**src/rtl/scam_multi_blocking_writer_pkg.sv**
```systemverilog
// Shared types for the multi-channel blocking writer.
// Sections:
//   SEC_RR   - round-robin, one channel per transaction
//   SEC_BC   - broadcast, all channels carry the same word
//   SEC_IDLE - halted, no channel offers data
package scam_multi_writer_types;

  typedef enum logic [1:0] {
    SEC_RR   = 2'd0,
    SEC_BC   = 2'd1,
    SEC_IDLE = 2'd2
  } Sections;

endpackage

```
**src/rtl/scam_bw_channel.sv**
```systemverilog
// One output channel of the blocking writer: holds the data word and the notify flag.
// Ports:
//   clk, rst  - clock (rising edge), asynchronous active-high reset
//   load_i    - start a new offer with value_i (wins over a same-cycle transfer)
//   value_i   - word to offer
//   sync_i    - consumer ready
//   data_o    - offered word, stable while notify_o is high
//   notify_o  - offer valid
//   done_o    - transfer happens this cycle (notify_o && sync_i)
module scam_bw_channel #(
  parameter int unsigned       DataW     = 32,
  parameter bit                RstNotify = 1'b0,
  parameter logic [DataW-1:0]  RstData   = '0
) (
  input  logic             clk,
  input  logic             rst,
  input  logic             load_i,
  input  logic [DataW-1:0] value_i,
  input  logic             sync_i,
  output logic [DataW-1:0] data_o,
  output logic             notify_o,
  output logic             done_o
);

  logic [DataW-1:0] data_d, data_q;
  logic             notify_d, notify_q;

  assign done_o   = notify_q & sync_i;
  assign data_o   = data_q;
  assign notify_o = notify_q;

  always_comb begin
    data_d   = data_q;
    notify_d = notify_q;
    if (load_i) begin
      data_d   = value_i;
      notify_d = 1'b1;
    end else if (done_o) begin
      notify_d = 1'b0;
    end
  end

  always_ff @(posedge clk or posedge rst) begin
    if (rst) begin
      data_q   <= RstData;
      notify_q <= RstNotify;
    end else begin
      data_q   <= data_d;
      notify_q <= notify_d;
    end
  end

endmodule

```
**src/rtl/scam_multi_blocking_writer.sv**
```systemverilog
// Blocking-write master driving NUM_CH notify/sync channels with a counter value,
// either round-robin (one channel per transaction) or broadcast (all channels).
// Ports:
//   clk, rst    - clock (rising edge), asynchronous active-high reset
//   mode_bcast  - 1 = broadcast, 0 = round-robin; sampled at a transaction boundary
//   halt        - go idle; sampled at a transaction boundary
//   out_data    - channel i word at [i*DATA_W +: DATA_W]
//   out_sync    - per-channel consumer ready
//   out_notify  - per-channel data valid
//   section     - current section
//   sent_count  - completed transactions, wraps
module scam_multi_blocking_writer
  import scam_multi_writer_types::*;
#(
  parameter int unsigned        DATA_W    = 32,
  parameter int unsigned        NUM_CH    = 4,
  parameter logic [DATA_W-1:0]  START_VAL = '0,
  parameter logic [DATA_W-1:0]  STEP      = DATA_W'(1)
) (
  input  logic                     clk,
  input  logic                     rst,
  input  logic                     mode_bcast,
  input  logic                     halt,
  output logic [NUM_CH*DATA_W-1:0] out_data,
  input  logic [NUM_CH-1:0]        out_sync,
  output logic [NUM_CH-1:0]        out_notify,
  output Sections                  section,
  output logic [31:0]              sent_count
);

  localparam int unsigned     PtrW    = (NUM_CH > 1) ? $clog2(NUM_CH) : 1;
  localparam logic [PtrW-1:0] LastPtr = PtrW'(NUM_CH - 1);

  Sections           section_d, section_q;
  logic [PtrW-1:0]   ptr_d, ptr_q;
  logic [DATA_W-1:0] cnt_d, cnt_q;
  logic [NUM_CH-1:0] mask_d, mask_q;
  logic [31:0]       sent_d, sent_q;

  logic [NUM_CH-1:0] done;
  logic [NUM_CH-1:0] load;
  logic              completed;
  logic              boundary;

  always_comb begin
    section_d = section_q;
    ptr_d     = ptr_q;
    cnt_d     = cnt_q;
    mask_d    = mask_q;
    sent_d    = sent_q;
    load      = '0;
    completed = 1'b0;
    boundary  = 1'b0;

    unique case (section_q)
      SEC_RR: begin
        if (done[ptr_q]) begin
          completed = 1'b1;
          ptr_d     = (ptr_q == LastPtr) ? '0 : ptr_q + 1'b1;
        end
      end
      SEC_BC: begin
        // Several channels may finish in the same cycle; the last one closes the transaction.
        mask_d = mask_q & ~done;
        if (mask_d == '0) completed = 1'b1;
      end
      SEC_IDLE: boundary = ~halt;
      default: ;
    endcase

    if (completed) begin
      cnt_d    = cnt_q + STEP;
      sent_d   = sent_q + 32'd1;
      boundary = 1'b1;
    end

    // Next transaction starts the very next cycle; channels reload with the updated count.
    if (boundary) begin
      if (halt) begin
        section_d = SEC_IDLE;
        mask_d    = '0;
      end else if (mode_bcast) begin
        section_d = SEC_BC;
        mask_d    = '1;
        load      = '1;
      end else begin
        section_d    = SEC_RR;
        mask_d       = '0;
        load[ptr_d]  = 1'b1;
      end
    end
  end

  always_ff @(posedge clk or posedge rst) begin
    if (rst) begin
      section_q <= SEC_RR;
      ptr_q     <= '0;
      cnt_q     <= START_VAL;
      mask_q    <= '0;
      sent_q    <= '0;
    end else begin
      section_q <= section_d;
      ptr_q     <= ptr_d;
      cnt_q     <= cnt_d;
      mask_q    <= mask_d;
      sent_q    <= sent_d;
    end
  end

  for (genvar i = 0; i < NUM_CH; i++) begin : g_ch
    scam_bw_channel #(
      .DataW     (DATA_W),
      .RstNotify (i == 0),
      .RstData   ((i == 0) ? START_VAL : '0)
    ) u_ch (
      .clk      (clk),
      .rst      (rst),
      .load_i   (load[i]),
      .value_i  (cnt_d),
      .sync_i   (out_sync[i]),
      .data_o   (out_data[i*DATA_W +: DATA_W]),
      .notify_o (out_notify[i]),
      .done_o   (done[i])
    );
  end

  assign section    = section_q;
  assign sent_count = sent_q;

endmodule
```
**config.mk**
```make
export PLATFORM = sky130hd
export DESIGN_NAME = scam_multi_blocking_writer
export DESIGN_NICKNAME = d
export VERILOG_FILES = /design/src/rtl/scam_multi_blocking_writer_pkg.sv /design/src/rtl/scam_bw_channel.sv /design/src/rtl/scam_multi_blocking_writer.sv
export SDC_FILE = /design/constraint.sdc
export NUM_CORES = 1
export LEC_CHECK = 0
export ABC_CLOCK_PERIOD_IN_PS = 8780
export CAP_MARGIN = 20
export CORE_ASPECT_RATIO = 0.6
export CORE_MARGIN = 3
export CORE_UTILIZATION = 51
export DETAILED_ROUTE_END_ITERATION = 10
export MAX_ROUTING_LAYER = met4
export PLACE_DENSITY_LB_ADDON = 0.08
export SLEW_MARGIN = 40
export SYNTH_ARGS = -nofsm -noshare
export SYNTH_HDL_FRONTEND = slang
export SYNTH_SLANG_ARGS = --single-unit
export TNS_END_PERCENT = 1
```
**constraint.sdc**
```tcl
create_clock -name clk -period 8.78 [get_ports clk]
set_input_delay 1.756 -clock clk [delete_from_list [all_inputs] [get_ports clk]]
set_output_delay 1.756 -clock clk [all_outputs]
set_load 0.01 [all_outputs]
```
; ---- Word-level counts from Yosys, hierarchy flattened
; Index checks and enable logic that the tools add are counted.
; W data, S select, Z words.
[word_totals]
wordCells = 67
ff_bits = 204
[op_classes]
n_addsub = 3
bitwise_logic = 7
n_lt_le_gt_ge = 3
muxes = 30
eq_ne = 3
n_reduce_logical = 8
[ops]
columns = cell, n
row1 = $add A32 B1 Y32 const B, 2
row2 = $mux W32, 1
row3 = $mux W4, 7
row4 = $mux W1, 15
row5 = $reduce_bool A2 Y1, 5
row6 = $mux W2, 4
row7 = $lt A2 B3 Y1 const B, 2
row8 = $and A1 B1 Y1, 4
row9 = $and A4 B4 Y4, 1
row10 = $eq A2 B2 Y1 const B, 2
row11 = $logic_not A4 Y1, 1
row12 = $not A4 Y4, 1
row13 = $add A2 B1 Y2 const B, 1
row14 = $bmux W1 S2, 1
row15 = $demux W1 S2, 1
row16 = $eq A2 B1 Y1 const B, 1
row17 = $ge A2 B1 Y1 const B, 1
row18 = $logic_not A2 Y1, 1
row19 = $pmux W1 S2, 1
row20 = $logic_and A1 B1 Y1, 1
row21 = $not A1 Y1, 1

; ---- Depth between registers and ports, before layout
[logic_depth]
ltp_word = 13
mapped_depth = 9

; ---- Cells and area by module
; A second synthesis with hierarchy kept.
[unflattened]
cells_unflattened = 621
area_unflattened_um2 = 9059.9
[modules_own_cells]
columns = module, area_each_um2, cells_each, n_inst
row1 = scam_bw_channel (g_ch[1].u_ch ...), 1387.6, 73, 3
row2 = scam_multi_blocking_writer, 3508.4, 329, 1
row3 = scam_bw_channel (g_ch[0].u_ch), 1388.8, 73, 1

; ---- Worst setup path after synthesis
; OpenSTA, ideal clock, no wires.
[synth_path]
path_kind = in2reg
startpoint = input out_sync[1]
endpoint = register g_ch[2].u_ch.data_q[13]
setup_ns = 0.127
arrival_time_ns = 3.549
path_buffers = 0
slack_ns = 5.104
stages = 7
path_cell_list = nand2_1 a222oi_1 nand2_1 and2_1 or4_1 xnor2_2 mux2_1
[synth_rtl]
columns = element, line
row1 = "start, declared", scam_multi_blocking_writer.sv:25  ; input logic [NUM_CH-1:0] out_sync,
row2 = $and A1 B1 Y1 (*), scam_bw_channel.sv:28  ; assign done_o = notify_q & sync_i;
row3 = $not A4 Y4, scam_multi_blocking_writer.sv:64  ; mask_d = mask_q & ~done;
row4 = $and A4 B4 Y4, scam_multi_blocking_writer.sv:64
row5 = $logic_not A4 Y1, scam_multi_blocking_writer.sv:65  ; if (mask_d == '0) completed = 1'b1;
row6 = $mux W1, scam_multi_blocking_writer.sv:65
row7 = $pmux W1 S2 (*), scam_multi_blocking_writer.sv:55  ; unique case (section_q)
row8 = $mux W32 (*), scam_multi_blocking_writer.sv:71  ; if (completed) begin
row9 = net cnt_d[13], scam_multi_blocking_writer.sv:36  ; logic [DATA_W-1:0] cnt_d, cnt_q;
row10 = "end signal, assigned", scam_bw_channel.sv:45  ; data_q <= RstData;
row11 = "end signal, assigned", scam_bw_channel.sv:48  ; data_q <= data_d;
row12 = "end, declared", scam_bw_channel.sv:25  ; logic [DataW-1:0] data_d, data_q;
; Mark *: on every way through the listed nets, which the timed path passes. The rest lies on a longest branch. The select of a mux whose other input is x is not followed.
; A chain may end at the register's enable or synchronous reset.

; ---- Worst setup path after layout
[layout_path]
startpoint = input out_sync[1]
endpoint = register g_ch[0].u_ch.data_q[21]
[layout_via]
elab_chain_len = 12
[layout_lines]
columns = element, line
row1 = $and A1 B1 Y1 (*), scam_bw_channel.sv:28
row2 = $bmux W1 S2, scam_multi_blocking_writer.sv:57  ; if (done[ptr_q]) begin
row3 = $mux W1 (not written as such), scam_multi_blocking_writer.sv:57
row4 = $mux W2, scam_multi_blocking_writer.sv:57
row5 = $mux W2, scam_multi_blocking_writer.sv:55
row6 = $lt A2 B3 Y1 (not written as such) / $ge A2 B1 Y1 (equally long branches), scam_multi_blocking_writer.sv:89  ; load[ptr_d] = 1'b1;
row7 = $logic_and A1 B1 Y1 (not written as such), scam_multi_blocking_writer.sv:89
row8 = $mux W1 (not written as such), scam_multi_blocking_writer.sv:89
row9 = $demux W1 S2, scam_multi_blocking_writer.sv:89
row10 = $mux W4, scam_multi_blocking_writer.sv:82  ; end else if (mode_bcast) begin
row11 = $mux W4, scam_multi_blocking_writer.sv:79  ; if (halt) begin
row12 = $mux W4, scam_multi_blocking_writer.sv:78  ; if (boundary) begin
row13 = "end signal, assigned", scam_bw_channel.sv:45
row14 = "end signal, assigned", scam_bw_channel.sv:48
row15 = "end, declared", scam_bw_channel.sv:25
; Every way passes the cells marked *; elsewhere a longest branch is shown, timed or not. The select of a mux whose other input is x is not followed.

==> impl_metrics.ini <==
[worst_setup_path]
r2r_start = g_ch[1].u_ch.notify_o$_DFFE_PP0P_
start_kind = input port
rr_worst_depth = 8
arrival_ns = 4.93
cp_max_fo = 14
cp.required_ns = 9.14
critical-path-top-delay-family = compound AO/OA/AOI/OAI gates
path_depth = 9
worst-path-buf-inv = 3
cp_slowest_cell = a31oi_1
slowest_delay_ns = 0.67
worstSetupPathType = input port to register
crit_chain = clkdlybuf4s50_1, nand2_1, a222oi_1, nand2_1, a31oi_1, nor2b_4, buf_16, buf_16, mux2_1
crit_start = out_sync[1]
endpoint_kind = register

[timing]
slew_viol_final = 0
finClkSkew_ns = 0.00872
finalCriticalPeriod_ns = 4.57
period_share_pct = 52.0
slew_headroom_pct = 50.3
rsz0062_at_grt = false
setup_viol = 0
setup-tns-final_ns = 0
worstMarginPinSlew_ns = 0.746
hold_ws_ns = 0.477
setup_slack_ns = 4.21
hold_viol_final = 0
fmax_mhz = 219

[layout]
postLayoutCoreUtil_pct = 70.0
layout-drive-gt1-share_pct = 17.4
areaGrowthSynthToFinish_pct = 30.9
regArea_sq_um = 5110
nFillCells = 1068
antenna_cells = 0
multi_input_area_sq_um = 3120
fin_nets = 797

[yosys]
post-synth-top-count-cell = dfrtp_1
ys_seq_area_share_pct = 60.5
synth_top_area_share_pct = 60.2
yosys-top-cells-count = dfrtp_1 (203), mux2_2 (52), nand2_1 (44)
synth.distinct_cells = 52
synth.area.top_cells = dfrtp_1 (60%), mux2_2 (6.9%), mux2_1 (5.5%)
async_flop_share_pct = 100
ys.flop_type = dfrtp_1
synth.largest_area_cell = dfrtp_1
ys_seq_elements = 204
synth_edf_count = 0
synth.avg_cell_area_sq_um = 13.9
yosys_warnings = 0
netlist_area_sq_um = 8430
synthCells = 608
synth_nets = 619

[grt]
grt_pass1_wl_um = 31000
grt_pass1_vias = 5670
grt_max_degree = 123
antenna_found_initial = 0
track_usage_pct = 21.9
overflow = 0

[power_and_ir_drop]
power.total_mw = 2.82
ir_drop_uv = 159
p_leak_nw = 4.73
pwr-share-clk_pct = 29.4
power_density_nw_per_um2 = 255
cellInternalPower_mw = 1.95
swShare_pct = 30.8
p_seq_share_pct = 41.4
combPwrFrac_pct = 29.2
netSwitchingPower_mw = 0.868

[job]
timing.max_cap.violations = 0

[min_path]
min-delay-start = sent_count[31]$_DFFE_PP0N_
whs_path_depth = 1
hold_path.class = register to register

[floorplanning]
num_rows = 35
dieArea_sq_um = 18200
pin_count = 174
core_area_sq_um = 15800
die_y_um = 106
start_util_pct = 53.5
die_w_um = 172

[placed_design]
gp_congestion = 0.845
hpwl_um = 13300
io_buffers = 173
post-place-ws_ns = 3.72

[clock_tree]
cts_made_buffers = 20
cts_resized = 0
clk_path_buf_depth = 3
root_buffer = clkbuf_16
clock-sinks = 204
holdBufCountCts = 0
cts_max_level = 1
clk_pin_slew_ns = 0.06
clock_latency_ns = 0.48
cts_setup_buffers = 0
cts_tree = done

[drt]
dr_total_vias = 5342
drcViolationCount = 0
wl_per_cell_um = 18.8
postRouteAntennaNets = 0
firstDrtPassIters = 4
wirelength_um = 18900
vias_per_cell = 5.33
drtIter0Drc = 361

[status]
run_status = finished, final reports clean
path summary, 6_finish.rpt:
kind,endpoint,slack (ns)
worst max-delay path,g_ch[0].u_ch.data_o[21]$_DFFE_PP0P_,4.21
worst min-delay path,sent_count[31]$_DFFE_PP0N_,0.48
worst max register to register,g_ch[0].u_ch.data_o[21]$_DFFE_PP0P_,5.62
worst min register to register,sent_count[31]$_DFFE_PP0N_,0.48
max in group asynchronous,cnt_q[13]$_DFF_PP0_,5.86
min in group asynchronous,g_ch[3].u_ch.data_o[27]$_DFFE_PP0P_,1.75
cell families (layout without fill, tap and decap cells):
| kind of cell | Yosys count | count (layout) | share of synthesized area [%] |
|---|---|---|---|
| AO/OA/AOI/OAI | 41 | 41 | 3.10 |
| multiplexers | 119 | 119 | 17.0 |
| buffers and inverters | 42 | 234 | 2.94 |
| flip-flops | 204 | 204 | 60.5 |
| XOR/XNOR | 62 | 62 | 6.97 |
| AND/OR/NAND/NOR | 137 | 137 | 9.02 |
| adder cells (fa/ha/maj) | 3 | 3 | 0.445 |
stage by stage:
stage               cells  instance area, sq um
floorplan             608                  8430
detailed placement    967                 10400
finish               1003                 11000
global placement      963                 10300
CTS                  1003                 11000
global route         1003                 11000
flip-flops by register name (all words and copies together), names as in the netlist:
| register | flops |
|---|---|
| g_ch.u_ch.data_o | 128 |
| cnt_q | 32 |
| sent_count | 32 |
| g_ch.u_ch.notify_o | 4 |
| mask_q | 4 |
| ptr_q | 2 |
| section | 2 |
cell type report:
type | count | share of cell area [%]
sequential | 204 | 46.2
multi-input combinational | 362 | 28.2
timing repair buffer | 181 | 16.8
clock buffer | 27 | 5.05
tap | 203 | 2.30
clock inverter | 9 | 0.714
inverter | 17 | 0.691
layer usage:
metal	routed length, um	global-route usage, %	part of all wire (%)
met1	8990	31.9	48
met2	8300	32.1	44
met3	1290	5.40	6.8
met4	271	3.93	1.4
met5	0	-	0
placed cells by master, fill, tap and decap left out, drive strengths merged, types with 5 or more instances in the layout:
cell | Yosys | routed
and4 | 6 | 6
mux2 | 118 | 118
clkinv | 0 | 7
o21ai | 24 | 24
a21oi | 5 | 5
dfrtp | 203 | 203
buf | 18 | 8
nand4 | 15 | 15
nor3 | 10 | 10
xor2 | 23 | 23
and2 | 6 | 6
clkbuf | 7 | 27
nor2 | 10 | 10
clkdlybuf4s50 | 0 | 173
inv | 17 | 17
nand2 | 44 | 44
and3 | 8 | 8
nand3 | 15 | 15
xnor2 | 39 | 39
power by group through the flow:
stage	Clock [mW]	Combinational (mW)	Sequential [mW]
finish	0.829	0.824	1.17
global route	0.893	0.894	1.19
CTS	0.850	0.832	1.17
detailed placement	0	0.829	1.18
global placement	0	0.770	1.18
floorplan	0	0.467	1.20
Note: power is estimated with default switching activity, not from simulation.
